$ cat src/rtl/gpr_pkg.sv
// rtl/gpr_pkg.sv - shared constants, word type and reset-value helper for gpr_file
//
// Purpose : default geometry of the register file, the register word type,
//           the per-index reset value, and the GPR_ZERO_REG_EN feature switch.
// Macro   : GPR_ZERO_REG_EN - when defined, register 0 reads as zero and ignores writes.
// Ports   : none (package).

package gpr_pkg;

   localparam int DATA_W_DEF = 16;
   localparam int ADDR_W_DEF = 3;
   localparam int DEPTH_DEF  = 8;

   typedef logic [DATA_W_DEF-1:0] word_t;

`ifdef GPR_ZERO_REG_EN
   localparam bit ZERO_REG_EN = 1'b1;
`else
   localparam bit ZERO_REG_EN = 1'b0;
`endif

   // Register i resets to its own index; callers truncate to their DATA_W.
   function automatic logic [31:0] reset_value(input int unsigned idx);
      return 32'(idx);
   endfunction

endpackage

$ cat src/rtl/gpr_read_port.sv
// rtl/gpr_read_port.sv - one registered read port with write-first bypass
//
// Purpose : registers one read of the shared array per cycle, zeroes
//           out-of-range (and, with GPR_ZERO_REG_EN, address 0) reads, and
//           forwards same-edge write data so a read never sees stale contents.
// Macro   : GPR_ZERO_REG_EN (via gpr_pkg::ZERO_REG_EN).
// Ports   : clk, reset        - clock, synchronous active-high reset
//           rd_en, rd_addr    - read request and address
//           mem_word          - array word already selected at rd_addr
//           we, wr_addr, wr_data - write port, observed for bypass
//           rd_data, rd_valid - registered data and one-cycle valid strobe

module gpr_read_port
   import gpr_pkg::*;
#(
   parameter int DATA_W = DATA_W_DEF,
   parameter int ADDR_W = ADDR_W_DEF,
   parameter int DEPTH  = DEPTH_DEF
) (
   input  logic              clk,
   input  logic              reset,
   input  logic              rd_en,
   input  logic [ADDR_W-1:0] rd_addr,
   input  logic [DATA_W-1:0] mem_word,
   input  logic              we,
   input  logic [ADDR_W-1:0] wr_addr,
   input  logic [DATA_W-1:0] wr_data,
   output logic [DATA_W-1:0] rd_data,
   output logic              rd_valid
);

   logic              in_range;
   logic              zero_hit;
   logic              bypass;
   logic [DATA_W-1:0] next_data;

   always_comb begin
      in_range  = 32'(rd_addr) < DEPTH;
      zero_hit  = ZERO_REG_EN && (rd_addr == '0);
      // A write to an out-of-range address cannot match an in-range read,
      // so the bypass compare needs no range check of its own.
      bypass    = we && (wr_addr == rd_addr);
      next_data = mem_word;
      if (!in_range || zero_hit) begin
         next_data = '0;
      end else if (bypass) begin
         next_data = wr_data;
      end
   end

   always_ff @(posedge clk) begin
      if (reset) begin
         rd_data  <= '0;
         rd_valid <= 1'b0;
      end else begin
         rd_valid <= rd_en;
         if (rd_en) begin
            rd_data <= next_data;
         end
      end
   end

endmodule

$ cat src/rtl/gpr_file.sv
// rtl/gpr_file.sv - parametrised register file, two read ports, one write port
//
// Purpose : DEPTH x DATA_W register array with two independent latency-1
//           read ports (A, B) and one write port; reads are write-first.
// Macro   : GPR_ZERO_REG_EN - register 0 hardwired to zero.
// Ports   : clk, reset                    - clock, synchronous active-high reset
//           we, wr_addr, wr_data          - write port (out-of-range writes dropped)
//           rd_en_a, rd_addr_a            - port A request
//           rd_data_a, rd_valid_a         - port A registered data / strobe
//           rd_en_b, rd_addr_b            - port B request
//           rd_data_b, rd_valid_b         - port B registered data / strobe

module gpr_file
   import gpr_pkg::*;
#(
   parameter int DATA_W = DATA_W_DEF,
   parameter int ADDR_W = ADDR_W_DEF,
   parameter int DEPTH  = DEPTH_DEF
) (
   input  logic              clk,
   input  logic              reset,
   input  logic              we,
   input  logic [ADDR_W-1:0] wr_addr,
   input  logic [DATA_W-1:0] wr_data,
   input  logic              rd_en_a,
   input  logic [ADDR_W-1:0] rd_addr_a,
   output logic [DATA_W-1:0] rd_data_a,
   output logic              rd_valid_a,
   input  logic              rd_en_b,
   input  logic [ADDR_W-1:0] rd_addr_b,
   output logic [DATA_W-1:0] rd_data_b,
   output logic              rd_valid_b
);

   logic [DATA_W-1:0] mem [DEPTH];
   logic              wr_ok;
   logic [DATA_W-1:0] mem_word_a;
   logic [DATA_W-1:0] mem_word_b;

   always_comb begin
      wr_ok = we && (32'(wr_addr) < DEPTH) && !(ZERO_REG_EN && (wr_addr == '0));
      // Guard the array lookup so addresses beyond DEPTH never index past the end.
      mem_word_a = '0;
      mem_word_b = '0;
      if (32'(rd_addr_a) < DEPTH) mem_word_a = mem[rd_addr_a];
      if (32'(rd_addr_b) < DEPTH) mem_word_b = mem[rd_addr_b];
   end

   always_ff @(posedge clk) begin
      if (reset) begin
         for (int unsigned i = 0; i < DEPTH; i++) begin
            mem[i] <= DATA_W'(reset_value(i));
         end
      end else if (wr_ok) begin
         mem[wr_addr] <= wr_data;
      end
   end

   gpr_read_port #(
      .DATA_W (DATA_W),
      .ADDR_W (ADDR_W),
      .DEPTH  (DEPTH)
   ) u_port_a (
      .clk      (clk),
      .reset    (reset),
      .rd_en    (rd_en_a),
      .rd_addr  (rd_addr_a),
      .mem_word (mem_word_a),
      .we       (we),
      .wr_addr  (wr_addr),
      .wr_data  (wr_data),
      .rd_data  (rd_data_a),
      .rd_valid (rd_valid_a)
   );

   gpr_read_port #(
      .DATA_W (DATA_W),
      .ADDR_W (ADDR_W),
      .DEPTH  (DEPTH)
   ) u_port_b (
      .clk      (clk),
      .reset    (reset),
      .rd_en    (rd_en_b),
      .rd_addr  (rd_addr_b),
      .mem_word (mem_word_b),
      .we       (we),
      .wr_addr  (wr_addr),
      .wr_data  (wr_data),
      .rd_data  (rd_data_b),
      .rd_valid (rd_valid_b)
   );

endmodule

$ cat config.mk
export PLATFORM = sky130hd
export DESIGN_NAME = gpr_file
export DESIGN_NICKNAME = d
export VERILOG_FILES = /design/src/rtl/gpr_pkg.sv /design/src/rtl/gpr_read_port.sv /design/src/rtl/gpr_file.sv
export SDC_FILE = /design/constraint.sdc
export NUM_CORES = 1
export LEC_CHECK = 0
export BUFFER_PORTS_ARGS = -buffer_cell sky130_fd_sc_hd__buf_2
export CORE_UTILIZATION = 55
export CTS_BUF_LIST = sky130_fd_sc_hd__clkbuf_8
export CTS_CLUSTER_DIAMETER = 120
export DETAILED_ROUTE_END_ITERATION = 8
export HOLD_SLACK_MARGIN = 0.05
export PLACE_DENSITY = 0.83
export SETUP_SLACK_MARGIN = 0.3
export SLEW_MARGIN = 25
export SYNTH_ARGS = -nofsm -noshare
export SYNTH_HDL_FRONTEND = slang
export SYNTH_SLANG_ARGS = --single-unit
export TNS_END_PERCENT = 10
$ cat constraint.sdc
create_clock -name clk -period 4.36 [get_ports clk]
set_input_delay 0.436 -clock clk [delete_from_list [all_inputs] [get_ports clk]]
set_output_delay 0.436 -clock clk [all_outputs]
set_load 0.02 [all_outputs]
### Yosys cells after proc, flatten, opt, wreduce, memory -nomap -nowiden

Memory sizes are Yosys's and may differ from the RTL's. A register that Yosys moved wholly into a read port is not among the register bits.
Index checks and enable logic that the tools add are counted.

| word-level totals | value |
|---|---|
| latch bits | 0 |
| RAM bits | 128 |
| bits in registers | 2 |
| memory bits (read-only) | 0 |
| memories kept | 1 |
| output and inout port bits | 34 |

Memories:

| name | depth | width | rd ports | clocked after Yosys merged registers in | wr ports | line | RTL |
|---|---|---|---|---|---|---|---|
| mem | 8 | 16 | 2 | 2 | 8 | gpr_file.sv:35 | `logic [DATA_W-1:0] mem [DEPTH];` |

| operators by class | value |
|---|---|
| shift operators | 0 |
| equal/unequal tests | 0 |
| divide/modulo/power cells | 0 |
| add/sub/neg operators | 0 |
| reductions and logical operators | 1 |
| multipliers | 0 |
| bitwise logic cells | 0 |
| magnitude comparators | 0 |
| mux-type cells | 8 |

Operators with widths:

| cell | count |
|---|---|
| $mux W16 | 1 |
| $reduce_or A16 Y1 | 1 |
| $mux W1 | 6 |
| $mux W3 | 1 |

### Longest topological paths before layout

| logic depth | value |
|---|---|
| word-level depth | 5 |
| mapped depth | 7 |
| gate-level depth less buffers | 4 |

### Cells and area by module

From an unflattened synthesis, not the netlist that was laid out.

| second synthesis, totals | value |
|---|---|
| cells, all modules | 669 |
| area total of the unflattened synthesis | 8911.0 um^2 |

Modules (own cells, without submodules):

| module | cells an instance | instances | sequential area each (um^2) | area an instance (um^2) |
|---|---|---|---|---|
| gpr_file | 429 | 1 | 3843.7 | 6956.7 |
| gpr_read_port | 120 | 2 | 340.3 | 977.2 |

### Worst setup path after synthesis

Ideal clock, no wire load.

| timing | value |
|---|---|
| kind | input-to-reg |
| start point | input port wr_addr[2] |
| end point | memory mem[3][0] (netlist name) (enable) |
| required time | 3.949 ns |
| slack | 1.743 ns |
| stages | 5 |
| library setup time | 0.411 ns |
| arrival | 2.206 ns |
| path buffers | 3 |
| path through | buf_6 nand2b_1 clkbuf_1 clkbuf_1 o21ai_0 |

RTL lines:

| what | line | RTL |
|---|---|---|
| from (decl) | gpr_file.sv:23 | `input logic [ADDR_W-1:0] wr_addr,` |
| to (decl) | gpr_file.sv:35 |  |

==> reports/qor.txt <==
YS warnings - 0
Critical Path Source Type - primary input
Drt wl/cell - 25.50 um
Die Y - 124.3 um
First-pass GRT wire length - 35510 um
Netlist cell types - 28
RSZ-0062 raised after global routing - false
Synth Register Bits - 162
Clock Tree Root - clkbuf_8
Avg Inst Size Synth - 11.64 um^2
Pwr dens - 379.6 nW/um^2
Skew final - 0.01395 ns
Htree depth - 4
Max FO, Critical Path - 32
CP Data Required Time - 4.46 ns
Starting density of the core - 0.5656
Hold buffer count at CTS - 0
Clock buffer count from CTS - 17
Slowest cell on crit path - o21ai_2
Layout cells sized above 1 - 0.1861
Die area - 15440 um^2
CTS tree - built
Cell Rows - 44
Synth top cells by count - edfxtp_1 (128), mux2i_1 (128), nor3_1 (86)
Maxcap violations - 0
Post-synth top area share - 0.4676
N_diodes - 0
Area leader, netlist - edfxtp_1
Initial antenna violation count - 0
DR vias/cell - 6.867
Placer Congestion - 0.9074
Final worst setup slack - 2.056 ns
Static leakage - 3.346 nW
Critical path arrival - 2.40 ns
Vias - 6393
Synth Instances - 706
Setup_tns - 0 ns
Setup CP Type - in2reg
Initial DRC Count - 827
Worst-path clk slew - 0.08 ns
Synth async-reset ratio - 0
Final hold violation count - 0
Worst Setup End Kind - flop
Max VDD drop - 0.2624 mV
Fin. max-slew vios - 0
Hold Crit Class - in2reg
Post-CTS sizing - 0
Reg2reg setup slack - 3.05 ns
TritonRoute pass-1 iters - 5
Vias in the first global route - 6181
Final setup violation count - 0
Clock buffer depth - 2
Post-CTS Setup Bufs - 0
EDFF count, synth - 128
Area of the core - 14530 um^2
Crit-path cells - buf_2 -> nor2b_4 -> nand2_2 -> buf_4 -> o21ai_2
Final instance area - 8971 um^2
Port Buf Inserts - 63
Final Net Count - 764
Largest net degree at the start of global routing - 39
Synthesized cell area - 8220 um^2
Grt total ovfl - 0
Slowest stage delay, CP - 0.67 ns
Dpl ws - 1.673 ns
Dominant synthesized flop cell - edfxtp_1
Ranking of synthesized cells by area - edfxtp_1 (47%), mux2i_1 (16%), dfxtp_1 (8.3%)
DRC viols - 0
Max Fclk - 0.4341 GHz
Final clock period utilization by the worst path - 0.5283
Clock tree sinks - 162
Syn_nets - 736
Layout area overhead - 9.132%
Post-synthesis sequential area ratio - 0.5504
Final WL - 23740 um
IO Count - 64
Die X - 124.3 um
HPWL Detailed - 15820 um
Worst-Margin Slew - 1.132 ns
Status - complete, no violations
Slew Limit Headroom - 0.2452
Fin crit period - 2.304 ns
DRT antenna net count - 0
GRT Total Usage - 0.3076
Placed cell areas - 8596 um^2
Worst-Skew Late Latency - 0.47 ns
## critical path, delay by kind of cell
family                 cells  cell delay, ns
buffers and inverters      2            0.62
and+or+nand+nor            2            0.66
AOI/OAI and AO/OA          1            0.67
## path summary, 6_finish.rpt
kind                                                        from                          endpoint  cells past startpoint
worst max-delay path                                       reset           mem[5][4]$_SDFFCE_PN0P_                      5
worst min-delay path                                  wr_data[2]           mem[4][2]$_SDFFCE_PN1P_                      2
worst max register to register           mem[5][7]$_SDFFCE_PN0P_  u_port_b.rd_data[7]$_SDFFE_PP0P_                      4
worst min register to register  u_port_b.rd_data[2]$_SDFFE_PP0P_  u_port_b.rd_data[2]$_SDFFE_PP0P_                      2
## report_power, final
group	switching (mW)	leakage (nW)	internal, mW
clock	0.605	0.188	0.457
sequential	0.0655	1.51	1.77
combinational	0.342	1.65	0.164
## metrics by stage
step / total power [mW] / std cells / hold slack, ns / utilization
detailed placement: 2.361 / 899 / 0.4433 / 0.5914
CTS: 3.383 / 931 / 0.2320 / 0.6166
floorplan: 2.182 / 706 / 0.5193 / -
finish: 3.406 / 931 / 0.2566 / 0.6173
global placement: 2.339 / 899 / 0.4408 / 0.5913
global route: 3.488 / 931 / 0.2556 / 0.6173
## state kept, by name, summed over array words and instances (netlist names)
name,cells
mem,128
u_port_a.rd_data,16
u_port_b.rd_data,16
u_port_a.rd_valid,1
u_port_b.rd_valid,1
## cells by family after synthesis
group / synth area share
mux: 0.1559
xor+xnor: 0.006393
simple gates: 0.1312
compound gates: 0.1100
flops: 0.5504
buf+inv: 0.04612
## metal layers
metal	vias up	global-route usage	routed length, um
met5	-	0	0
met4	0	0.1595	848
met3	63	0.07045	2716
met2	439	0.4579	10770
met1	3122	0.4210	9404
li1	2769	-	-
## layout make-up
| cell class | instances | area, um^2 |
|---|---|---|
| Clock buffer | 17 | 234.0 |
| Multi-Input combinational cell | 459 | 3362 |
| Fill cell | 1154 | 5563 |
| Inverter | 17 | 63.81 |
| Timing Repair Buffer | 77 | 425.4 |
| Tap cell | 184 | 230.2 |
| Clock inverter | 15 | 131.4 |
| Sequential cell | 162 | 4524 |
## cells in the final DEF (no fill, tap or decap), types with 5 or more instances in the layout
| master | instances |
|---|---|
| buf_4 | 16 |
| o221ai_2 | 17 |
| a22oi_1 | 64 |
| nor3_1 | 86 |
| o21ai_2 | 5 |
| clkinv_2 | 5 |
| nor2b_1 | 5 |
| buf_2 | 61 |
| dfxtp_1 | 34 |
| nand2_1 | 77 |
| inv_6 | 6 |
| edfxtp_1 | 128 |
| clkinv_1 | 16 |
| nor4_1 | 31 |
| clkbuf_8 | 17 |
| nor2_1 | 7 |
| mux2i_1 | 128 |
| xnor2_1 | 6 |
| o221ai_1 | 15 |
No activity file was read; power rests on OpenSTA's default activity.
